<file path="src/rtl/axi_ohs_regbank.sv">
// AXI4-Lite config/monitor register bank for the OHS power-stage models.
// Define OHS_MON_SNAPSHOT_EN to add a control word that latches a monitor snapshot.
module axi_ohs_regbank #(
    parameter int unsigned N_CFG       = 4,
    parameter int unsigned N_MON       = 5,
    parameter int unsigned ADDR_WIDTH  = 6,
    parameter logic [31:0] CFG_RST_VAL = 32'h0
) (
    input  logic                  s_axi_aclk,
    input  logic                  s_axi_aresetn,
    input  logic [ADDR_WIDTH-1:0] s_axi_awaddr,
    input  logic                  s_axi_awvalid,
    output logic                  s_axi_awready,
    input  logic [31:0]           s_axi_wdata,
    input  logic [3:0]            s_axi_wstrb,
    input  logic                  s_axi_wvalid,
    output logic                  s_axi_wready,
    output logic [1:0]            s_axi_bresp,
    output logic                  s_axi_bvalid,
    input  logic                  s_axi_bready,
    input  logic [ADDR_WIDTH-1:0] s_axi_araddr,
    input  logic                  s_axi_arvalid,
    output logic                  s_axi_arready,
    output logic [31:0]           s_axi_rdata,
    output logic [1:0]            s_axi_rresp,
    output logic                  s_axi_rvalid,
    input  logic                  s_axi_rready,
    output logic [32*N_CFG-1:0]   cfg_regs,
    output logic [N_CFG-1:0]      cfg_wr_stb,
    input  logic [32*N_MON-1:0]   mon_regs
);
    localparam int unsigned IW = ADDR_WIDTH - 2;
    localparam logic [1:0] OKAY   = 2'b00;
    localparam logic [1:0] SLVERR = 2'b10;

    logic                live_q;
    logic                aw_full_q, w_full_q;
    logic                awready_q, wready_q;
    logic [IW-1:0]       aw_idx_q;
    logic [31:0]         wdata_q;
    logic [3:0]          wstrb_q;
    logic                bvalid_q, rvalid_q;
    logic [1:0]          bresp_q, rresp_q;
    logic [31:0]         rdata_q;
    logic [N_CFG-1:0]    stb_q;
    logic [32*N_CFG-1:0] cfg_q;
    logic [32*N_MON-1:0] mon_src;

    logic                aw_hs, w_hs, ar_hs, commit;
    logic [N_CFG-1:0]    wr_sel;
    logic                wr_ok;
    logic [IW-1:0]       ar_idx;
    logic [31:0]         rd_data;
    logic                rd_err;
    logic                unused_addr;

    assign unused_addr = &{1'b0, s_axi_awaddr[1:0], s_axi_araddr[1:0]};

    assign s_axi_awready = awready_q;
    assign s_axi_wready  = wready_q;
    assign s_axi_bvalid  = bvalid_q;
    assign s_axi_bresp   = bresp_q;
    assign s_axi_rvalid  = rvalid_q;
    assign s_axi_rdata   = rdata_q;
    assign s_axi_rresp   = rresp_q;
    assign cfg_wr_stb    = stb_q;
    assign cfg_regs      = cfg_q;

    assign aw_hs  = s_axi_awvalid && awready_q;
    assign w_hs   = s_axi_wvalid && wready_q;
    assign commit = aw_full_q && w_full_q && (!bvalid_q || s_axi_bready);
    assign s_axi_arready = live_q && (!rvalid_q || s_axi_rready);
    assign ar_hs  = s_axi_arvalid && s_axi_arready;
    assign ar_idx = s_axi_araddr[ADDR_WIDTH-1:2];

`ifdef OHS_MON_SNAPSHOT_EN
    localparam int unsigned CTL_IDX = N_CFG + N_MON;
    logic [32*N_MON-1:0] snap_q;
    logic                snap_go;

    always_ff @(posedge s_axi_aclk or negedge s_axi_aresetn) begin
        if (!s_axi_aresetn) begin
            snap_q <= '0;
        end else if (commit && snap_go) begin
            snap_q <= mon_regs;
        end
    end
    assign mon_src = snap_q;
`else
    assign mon_src = mon_regs;
`endif

    always_comb begin
        wr_sel = '0;
        for (int k = 0; k < N_CFG; k++) begin
            wr_sel[k] = (aw_idx_q == IW'(k));
        end
        wr_ok = |wr_sel;
`ifdef OHS_MON_SNAPSHOT_EN
        snap_go = 1'b0;
        if (aw_idx_q == IW'(CTL_IDX)) begin
            wr_ok   = 1'b1;
            snap_go = wstrb_q[0] && wdata_q[0];
        end
`endif
    end

    // Unmapped indices fall through to zero data with SLVERR
    always_comb begin
        rd_data = '0;
        rd_err  = 1'b1;
        for (int k = 0; k < N_CFG; k++) begin
            if (ar_idx == IW'(k)) begin
                rd_data = cfg_q[32*k +: 32];
                rd_err  = 1'b0;
            end
        end
        for (int k = 0; k < N_MON; k++) begin
            if (ar_idx == IW'(N_CFG + k)) begin
                rd_data = mon_src[32*k +: 32];
                rd_err  = 1'b0;
            end
        end
`ifdef OHS_MON_SNAPSHOT_EN
        if (ar_idx == IW'(CTL_IDX)) begin
            rd_err = 1'b0;
        end
`endif
    end

    always_ff @(posedge s_axi_aclk or negedge s_axi_aresetn) begin
        if (!s_axi_aresetn) begin
            live_q    <= 1'b0;
            aw_full_q <= 1'b0;
            w_full_q  <= 1'b0;
            awready_q <= 1'b0;
            wready_q  <= 1'b0;
            aw_idx_q  <= '0;
            wdata_q   <= '0;
            wstrb_q   <= '0;
            bvalid_q  <= 1'b0;
            bresp_q   <= OKAY;
            stb_q     <= '0;
            rvalid_q  <= 1'b0;
            rdata_q   <= '0;
            rresp_q   <= OKAY;
            cfg_q     <= {N_CFG{CFG_RST_VAL}};
        end else begin
            live_q    <= 1'b1;
            awready_q <= !(aw_hs || (aw_full_q && !commit));
            wready_q  <= !(w_hs || (w_full_q && !commit));
            if (aw_hs) begin
                aw_full_q <= 1'b1;
                aw_idx_q  <= s_axi_awaddr[ADDR_WIDTH-1:2];
            end else if (commit) begin
                aw_full_q <= 1'b0;
            end
            if (w_hs) begin
                w_full_q <= 1'b1;
                wdata_q  <= s_axi_wdata;
                wstrb_q  <= s_axi_wstrb;
            end else if (commit) begin
                w_full_q <= 1'b0;
            end
            stb_q <= commit ? wr_sel : '0;
            if (commit) begin
                bvalid_q <= 1'b1;
                bresp_q  <= wr_ok ? OKAY : SLVERR;
            end else if (s_axi_bready) begin
                bvalid_q <= 1'b0;
            end
            for (int k = 0; k < N_CFG; k++) begin
                for (int b = 0; b < 4; b++) begin
                    if (commit && wr_sel[k] && wstrb_q[b]) begin
                        cfg_q[32*k+8*b +: 8] <= wdata_q[8*b +: 8];
                    end
                end
            end
            if (ar_hs) begin
                rvalid_q <= 1'b1;
                rdata_q  <= rd_data;
                rresp_q  <= rd_err ? SLVERR : OKAY;
            end else if (s_axi_rready) begin
                rvalid_q <= 1'b0;
            end
        end
    end
endmodule

</file>
<file path="config.mk">
export PLATFORM = sky130hd
export DESIGN_NAME = axi_ohs_regbank
export DESIGN_NICKNAME = d
export VERILOG_FILES = /design/src/rtl/axi_ohs_regbank.sv
export SDC_FILE = /design/constraint.sdc
export NUM_CORES = 1
export LEC_CHECK = 0
export CELL_PAD_IN_SITES_DETAIL_PLACEMENT = 0
export CELL_PAD_IN_SITES_GLOBAL_PLACEMENT = 1
export CORE_MARGIN = 1
export CORE_UTILIZATION = 36
export CTS_BUF_LIST = sky130_fd_sc_hd__clkbuf_4 sky130_fd_sc_hd__clkbuf_8
export CTS_CLUSTER_DIAMETER = 150
export DETAILED_ROUTE_END_ITERATION = 16
export HOLD_SLACK_MARGIN = 0.05
export PLACE_DENSITY_LB_ADDON = 0.1
export SYNTH_ARGS = -nofsm -noshare
export SYNTH_HDL_FRONTEND = slang
export SYNTH_SLANG_ARGS = --single-unit
</file>
<file path="constraint.sdc">
create_clock -name s_axi_aclk -period 2.3 [get_ports s_axi_aclk]
set_input_delay 0.575 -clock s_axi_aclk [delete_from_list [all_inputs] [get_ports s_axi_aclk]]
set_output_delay 0.575 -clock s_axi_aclk [all_outputs]
set_load 0.01 [all_outputs]
</file>
==> flow_summary_export.csv, run 1 <==
group,metric,value,unit
power_and_ir_drop,power_density,889,nW/um^2
synthesis,ys_types,41,
critical_path,crit_type,"in -> reg",
placement,place.gp.congestion,0.815,
layout,final_common_cell,"clkdlybuf4s50_1",
routing,dr.pass1.iters,7,
layout,area_growth,54.7,%
clocking,numCtsBuffers,39,
grt,top_usage_layer,"met2",
synthesis,synth_edf_count,0,
critical_path,cp_data_arrival_time,2.66,ns
critical_path,reg2regPathDepth,7,
grt,grt_pass1_vias,9445,
layout,final_nets,1608,
hold_path,hold_path.class,"reg -> reg",
sta,timing.final.crit_share,98.0,%
sta,setup_violations,0,
layout,drive_above_1_share,27.9,%
synthesis,synthArstFlopShare,100,%
floorplan,start_util,36.6,%
grt,grt_pass1_wl,58200,um
floorplan,die_width,176,um
routing,wl_per_cell,21.8,um
critical_path,worstReg2RegEnd,"cfg_regs[65]",
floorplan,die_h,176,um
floorplan,die_area,30800,um^2
routing,drtIter0Drc,456,
routing,ant_nets,0,
critical_path,required,2.71,ns
clocking,cts_max_level,2,
synthesis,synth-seq-cells,213,
grt,grt_overflow,0,
sta,max_slew_margin,56.3,%
layout,utilization,56.6,%
layout,nFillCells,2639,
synthesis,synth_area,10800,um^2
sta,finalClockSkew,0.0162,ns
placement,dpl.hpwl,29900,um
critical_path,r2r_setup_slack,0.19,ns
clocking,path_clk_slew,0.06,ns
clocking,post_cts.repair.setup_buffers,0,
routing,vias,9383,
floorplan,std_cell_rows,63,
routing,viasPerCell,5.19,
synthesis,synth_flop_cell,"dfrtp_1",
critical_path,regToRegStartpoint,"aw_full_q",
grt,grt_use_met3,6.02,%
routing,drc,0,
placement,port-buffer-count,381,
flow_run,maxCapViolCount,0,
critical_path,path_max_fanout,8,
floorplan,coreArea,29600,um^2
critical_path,crit_end,"cfg_regs[65]",
sta,max_freq,444,MHz
outcome,status,"completed",
grt,antenna_found_initial,3,
layout,seq_area,5330,um^2
sta,slew_violations,0,
grt,grt_max_degree,62,
grt,grt_util_met2,40.6,%
clocking,cts-root-buf,"clkbuf_8",
clocking,clk_latency,0.54,ns
sta,fin_ws,0.0469,ns
power_and_ir_drop,power_leakage,0.00730,uW
floorplan,ios,388,
sta,rsz0062_at_grt,"yes",
synthesis,yosysSeqAreaShare,49.2,%
sta,setup_tns,0,ns
clocking,clockBufferDepth,3,
clocking,cts_tree,"built",
critical_path,startpoint_type,"input pin",
sta,post-route-min-period,2.25,ns
layout,multi_input_area,5240,um^2
synthesis,synthCells,934,
sta,finalHoldViolCount,0,
placement,post-place-ws,-0.502,ns
grt,grt_usage,25.2,%
layout,final_cell_mix,"clkdlybuf4s50_1 (376), dfrtp_1 (213), mux2_2 (162)",
grt,use_met1,33.5,%
clocking,clkSinkCount,213,
power_and_ir_drop,ir_drop,0.000611,V
sta,worstMarginPinSlew,0.656,ns
critical_path,end_kind,"flip-flop",
critical_path,crit_start,"s_axi_bready",
synthesis,avgSynthCellArea,11.6,um^2
synthesis,yosysWarnings,0,
routing,routed_wirelength,39500,um
-- what timing repair did --
action | CTS | global route
hold buffers | 1 | 0
resized for setup | 2 | 0
hold endpoints to repair | 56 | 0
setup endpoints to repair | 1 | 10
-- worst min-delay path by stage --
stage	from	endpoint	cells after the start
2_1_floorplan	s_axi_aresetn	aw_full_q	0
3_3_place_gp	s_axi_rresp[1]	s_axi_rresp[1]	2
3_5_place_dp	s_axi_rresp[1]	s_axi_rresp[1]	2
4_1_cts	s_axi_rresp[1]	s_axi_rresp[1]	2
5_1_grt	s_axi_bresp[1]	s_axi_bresp[1]	1
6_report	s_axi_rresp[1]	s_axi_rresp[1]	2
-- synth_stat cells, types with 2 or more instances --
| cell type | instances | share of area (%) |
|---|---|---|
| nand2_1 | 25 | 0.87 |
| o221a_2 | 27 | 2.8 |
| and2_1 | 2 | 0.12 |
| nor2_1 | 85 | 2.9 |
| o221ai_1 | 31 | 2.5 |
| nand2b_1 | 6 | 0.35 |
| clkbuf_1 | 47 | 1.6 |
| o22ai_1 | 4 | 0.23 |
| o21ai_0 | 47 | 2.2 |
| inv_1 | 2 | 0.069 |
| mux2_1 | 6 | 0.62 |
| mux2i_1 | 86 | 7.9 |
| or2_2 | 2 | 0.12 |
| buf_1 | 7 | 0.24 |
| nor3b_4 | 2 | 0.35 |
| mux2_2 | 162 | 17 |
| a21oi_1 | 41 | 1.9 |
| a221oi_1 | 27 | 2.2 |
| nand2_2 | 16 | 0.92 |
| nor2b_1 | 32 | 1.8 |
| conb_1 | 2 | 0.069 |
| nand3b_1 | 27 | 1.9 |
| buf_4 | 3 | 0.21 |
| buf_2 | 12 | 0.55 |
| dfrtp_1 | 213 | 49 |
| a22oi_1 | 5 | 0.35 |
-- layer usage --
metal / wire [um] / part of all wire [%] / vias up
li1: - / - / 4378
met1: 17200 / 44 / 4607
met2: 18400 / 47 / 329
met3: 2830 / 7.2 / 65
met4: 1060 / 2.7 / 4
met5: 25 / 0.063 / -
-- sequential cells by signal (all words and copies together), names as in the netlist --
name	count
aw_full_q	1
aw_idx_q	4
cfg_regs	128
cfg_wr_stb	4
live_q	1
s_axi_awready	1
s_axi_bresp	1
s_axi_bvalid	1
s_axi_rdata	32
s_axi_rresp	1
s_axi_rvalid	1
s_axi_wready	1
w_full_q	1
wdata_q	32
wstrb_q	4
-- worst max-delay path, cell delays in order --
cell,delay [ns]
clkdlybuf4s50_1,0.46
nand2b_2,0.11
or4b_1,0.43
buf_4,0.18
nor3b_4,0.20
buf_4,0.18
nand2_2,0.18
mux2_2,0.33
-- power by group --
| group | internal (uW) | switching (uW) |
|---|---|---|
| Sequential | 4930 | 1180 |
| Clock | 2170 | 1580 |
| Combinational | 3130 | 1920 |
| Total | 10200 | 4670 |
-- final cells by class --
class                   count  share of cell area [%]
diodes                      1                  0.0149
clock buffers              55                    4.14
clock inverters            11                   0.664
inverters                   3                  0.0672
multi-input cells         650                    31.3
flip-flops and latches    213                    31.8
well taps                 390                    2.91
repair buffers            486                    29.2
-- per-stage QoR --
step	power [uW]	cells	area, um^2	hold slack (ns)
after floorplan	8110	935	10800	0.279
after global placement	11200	1741	15900	0.456
after detailed placement	11300	1741	15900	0.460
after CTS	15100	1808	16800	0.473
after global routing	15700	1809	16800	0.512
final	14900	1809	16800	0.471
-- kinds of logic (layout without fill, tap and decap cells) --
group	Yosys count	count (layout)	share of synthesized area [%]
other	2	4	0.0693
DFF	213	213	49.2
muxes	254	254	25.4
and+or+nand+nor	207	207	10.2
AOI/OAI and AO/OA	186	186	12.4
buffers and inverters	72	555	2.74
No activity file was read; power rests on OpenSTA's default activity.
==> run 2: changes to the inputs <==
--- a/config.mk
+++ b/config.mk
@@ -12,6 +12,7 @@
 export CTS_BUF_LIST = sky130_fd_sc_hd__clkbuf_4 sky130_fd_sc_hd__clkbuf_8
 export CTS_CLUSTER_DIAMETER = 150
 export DETAILED_ROUTE_END_ITERATION = 16
+export GPL_ROUTABILITY_DRIVEN = 0
 export HOLD_SLACK_MARGIN = 0.05
 export PLACE_DENSITY_LB_ADDON = 0.1
 export SYNTH_ARGS = -nofsm -noshare
==> results of run 2 <==
No change in the layout: final DEF, timing and power equal those of run 1.
==> run 3: changes to the inputs <==
--- a/config.mk
+++ b/config.mk
@@ -7,14 +7,15 @@
 export LEC_CHECK = 0
 export CELL_PAD_IN_SITES_DETAIL_PLACEMENT = 0
 export CELL_PAD_IN_SITES_GLOBAL_PLACEMENT = 1
-export CORE_MARGIN = 1
-export CORE_UTILIZATION = 36
+export CORE_MARGIN = 8
+export CORE_UTILIZATION = 32
 export CTS_BUF_LIST = sky130_fd_sc_hd__clkbuf_4 sky130_fd_sc_hd__clkbuf_8
 export CTS_CLUSTER_DIAMETER = 150
 export DETAILED_ROUTE_END_ITERATION = 16
 export GPL_ROUTABILITY_DRIVEN = 0
 export HOLD_SLACK_MARGIN = 0.05
 export PLACE_DENSITY_LB_ADDON = 0.1
+export REMOVE_ABC_BUFFERS = 1
 export SYNTH_ARGS = -nofsm -noshare
 export SYNTH_HDL_FRONTEND = slang
 export SYNTH_SLANG_ARGS = --single-unit
==> constraint.sdc (replaced) <==
create_clock -name s_axi_aclk -period 1.9 [get_ports s_axi_aclk]
set_input_delay 0.475 -clock s_axi_aclk [delete_from_list [all_inputs] [get_ports s_axi_aclk]]
set_output_delay 0.475 -clock s_axi_aclk [all_outputs]
set_load 0.01 [all_outputs]
==> flow_summary_export.csv, run 3 (synthesis gave the netlist of run 1 again) <==
group,metric,value,unit
floorplan,std_cell_rows,67,
clocking,cts-root-buf,"clkbuf_8",
clocking,path_clk_slew,0.06,ns
grt,grt_overflow,0,
placement,dpl.hpwl,34100,um
sta,fin_ws,-0.113,ns
sta,slew_violations,0,
clocking,numCtsBuffers,41,
floorplan,die_width,200,um
critical_path,startpoint_type,"flip-flop",
power_and_ir_drop,power_density,1050,nW/um^2
critical_path,max_stage_delay,0.54,ns
routing,dr.pass1.iters,4,
routing,viasPerCell,5.12,
power_and_ir_drop,power_leakage,0.00808,uW
critical_path,cp_cell_sequence,"nand2b_2, or4b_4, nor3b_4, buf_6, nand2_8, mux2_4",
critical_path,cp_data_arrival_time,2.42,ns
clocking,clockBufferDepth,3,
grt,grt_pass1_wl,65700,um
grt,grt_pass1_vias,10200,
floorplan,die_h,200,um
critical_path,crit_slowest_cell,"or4b_4",
layout,final_cell_mix,"dfrtp_1 (213), clkdlybuf4s50_1 (205), dlygate4sd2_1 (171)",
routing,vias,9599,
layout,area_growth,57.1,%
routing,wl_per_cell,24.0,um
clocking,cts_max_level,2,
sta,timing.final.crit_share,106,%
sta,post-route-min-period,2.01,ns
clocking,cts_tree,"built",
layout,drive_above_1_share,29.0,%
layout,largest_reg_flops,128,
critical_path,worst-path-buf-inv,1,
floorplan,die_area,40000,um^2
critical_path,end_kind,"flip-flop",
sta,finalHoldViolCount,0,
floorplan,ios,388,
floorplan,start_util,32.4,%
clocking,clk_latency,0.54,ns
routing,routed_wirelength,45000,um
sta,setup_violations,128,
flow_run,maxCapViolCount,0,
power_and_ir_drop,ir_drop,0.000572,V
layout,final_common_cell,"dfrtp_1",
layout,utilization,50.9,%
sta,worstMarginPinSlew,0.675,ns
critical_path,path_max_fanout,8,
sta,rsz0062_at_grt,"yes",
placement,port-buffer-count,381,
critical_path,crit_type,"reg -> reg",
routing,drtIter0Drc,465,
layout,finalNonFillerCells,1874,
routing,ant_nets,0,
critical_path,required,2.31,ns
grt,grt_max_degree,65,
grt,antenna_found_initial,4,
hold_path,hold_path.class,"in -> async",
sta,finalClockSkew,0.0180,ns
placement,placed_cells,1791,
sta,setup_tns,-7.75,ns
clocking,clkSinkCount,213,
critical_path,path_delay_family,"simple AND/OR/NAND/NOR gates",
grt,grt_usage,21.8,%
sta,max_slew_margin,55.0,%
routing,drc,0,
outcome,violations,"setup timing",
outcome,status,"complete, but fails checks",
layout,final_nets,1613,
floorplan,coreArea,33400,um^2
sta,max_freq,497,MHz
-- run 3: stage by stage --
stage / setup slack (ns) / hold WS, ns / total power, uW / cell area [um^2]
4_1_cts: -0.171 / 0.498 / 18100 / 16900
3_5_place_dp: -0.891 / 0.486 / 13800 / 16000
6_report: -0.113 / 0.457 / 17900 / 17000
5_1_grt: -0.214 / 0.510 / 18900 / 17000
2_1_floorplan: -0.428 / 0.179 / 9680 / 10600
3_3_place_gp: -0.898 / 0.463 / 13700 / 16000
-- run 3: layer usage --
layer | track usage (%) | part of all wire [%] | vias up
met4 | 5.04 | 1.8 | 6
li1 | - | - | 4401
met5 | 0 | 0.091 | -
met3 | 6.69 | 8.8 | 64
met2 | 36.3 | 47 | 369
met1 | 27.5 | 42 | 4759
-- run 3: final timing paths --
kind	start	endpoint	slack (ns)	cells after the start
max	s_axi_bvalid	cfg_regs[41]	-0.11	6
min	s_axi_aresetn	s_axi_rdata[31]	0.46	2
max reg2reg	s_axi_bvalid	cfg_regs[41]	-0.11	6
min reg2reg	s_axi_rresp[1]	s_axi_rresp[1]	0.49	2
max in group asynchronous	s_axi_aresetn	cfg_regs[99]	0.75	3
min in group s_axi_aclk	s_axi_rresp[1]	s_axi_rresp[1]	0.49	2
-- run 3: what timing repair did --
action / in CTS / in global routing
pin swaps: 5 / 2
gates cloned: 1 / 0
buffers inserted: 11 / 0
resized for setup: 210 / 18
hold buffers: 1 / 0
endpoints found under the hold margin: 52 / 0
setup endpoints to repair: 331 / 146
-- run 3: layout make-up --
class,count,area [um^2]
clock inverters,3,17.5
fillers,3058,16400
flip-flops and latches,213,5330
clock buffers,67,828
inverters,3,11.3
multi-input cells,651,5510
repair buffers,488,4770
well taps,448,561
diodes,1,2.50
-- run 3: power by group --
part | switching (uW) | leakage (uW) | total, uW | internal [uW]
registers | 1490 | 0.00273 | 7450 | 5970
clock network | 1960 | 0.000451 | 4690 | 2730
logic | 2520 | 0.00489 | 5770 | 3250
total | 5960 | 0.00808 | 17900 | 11900
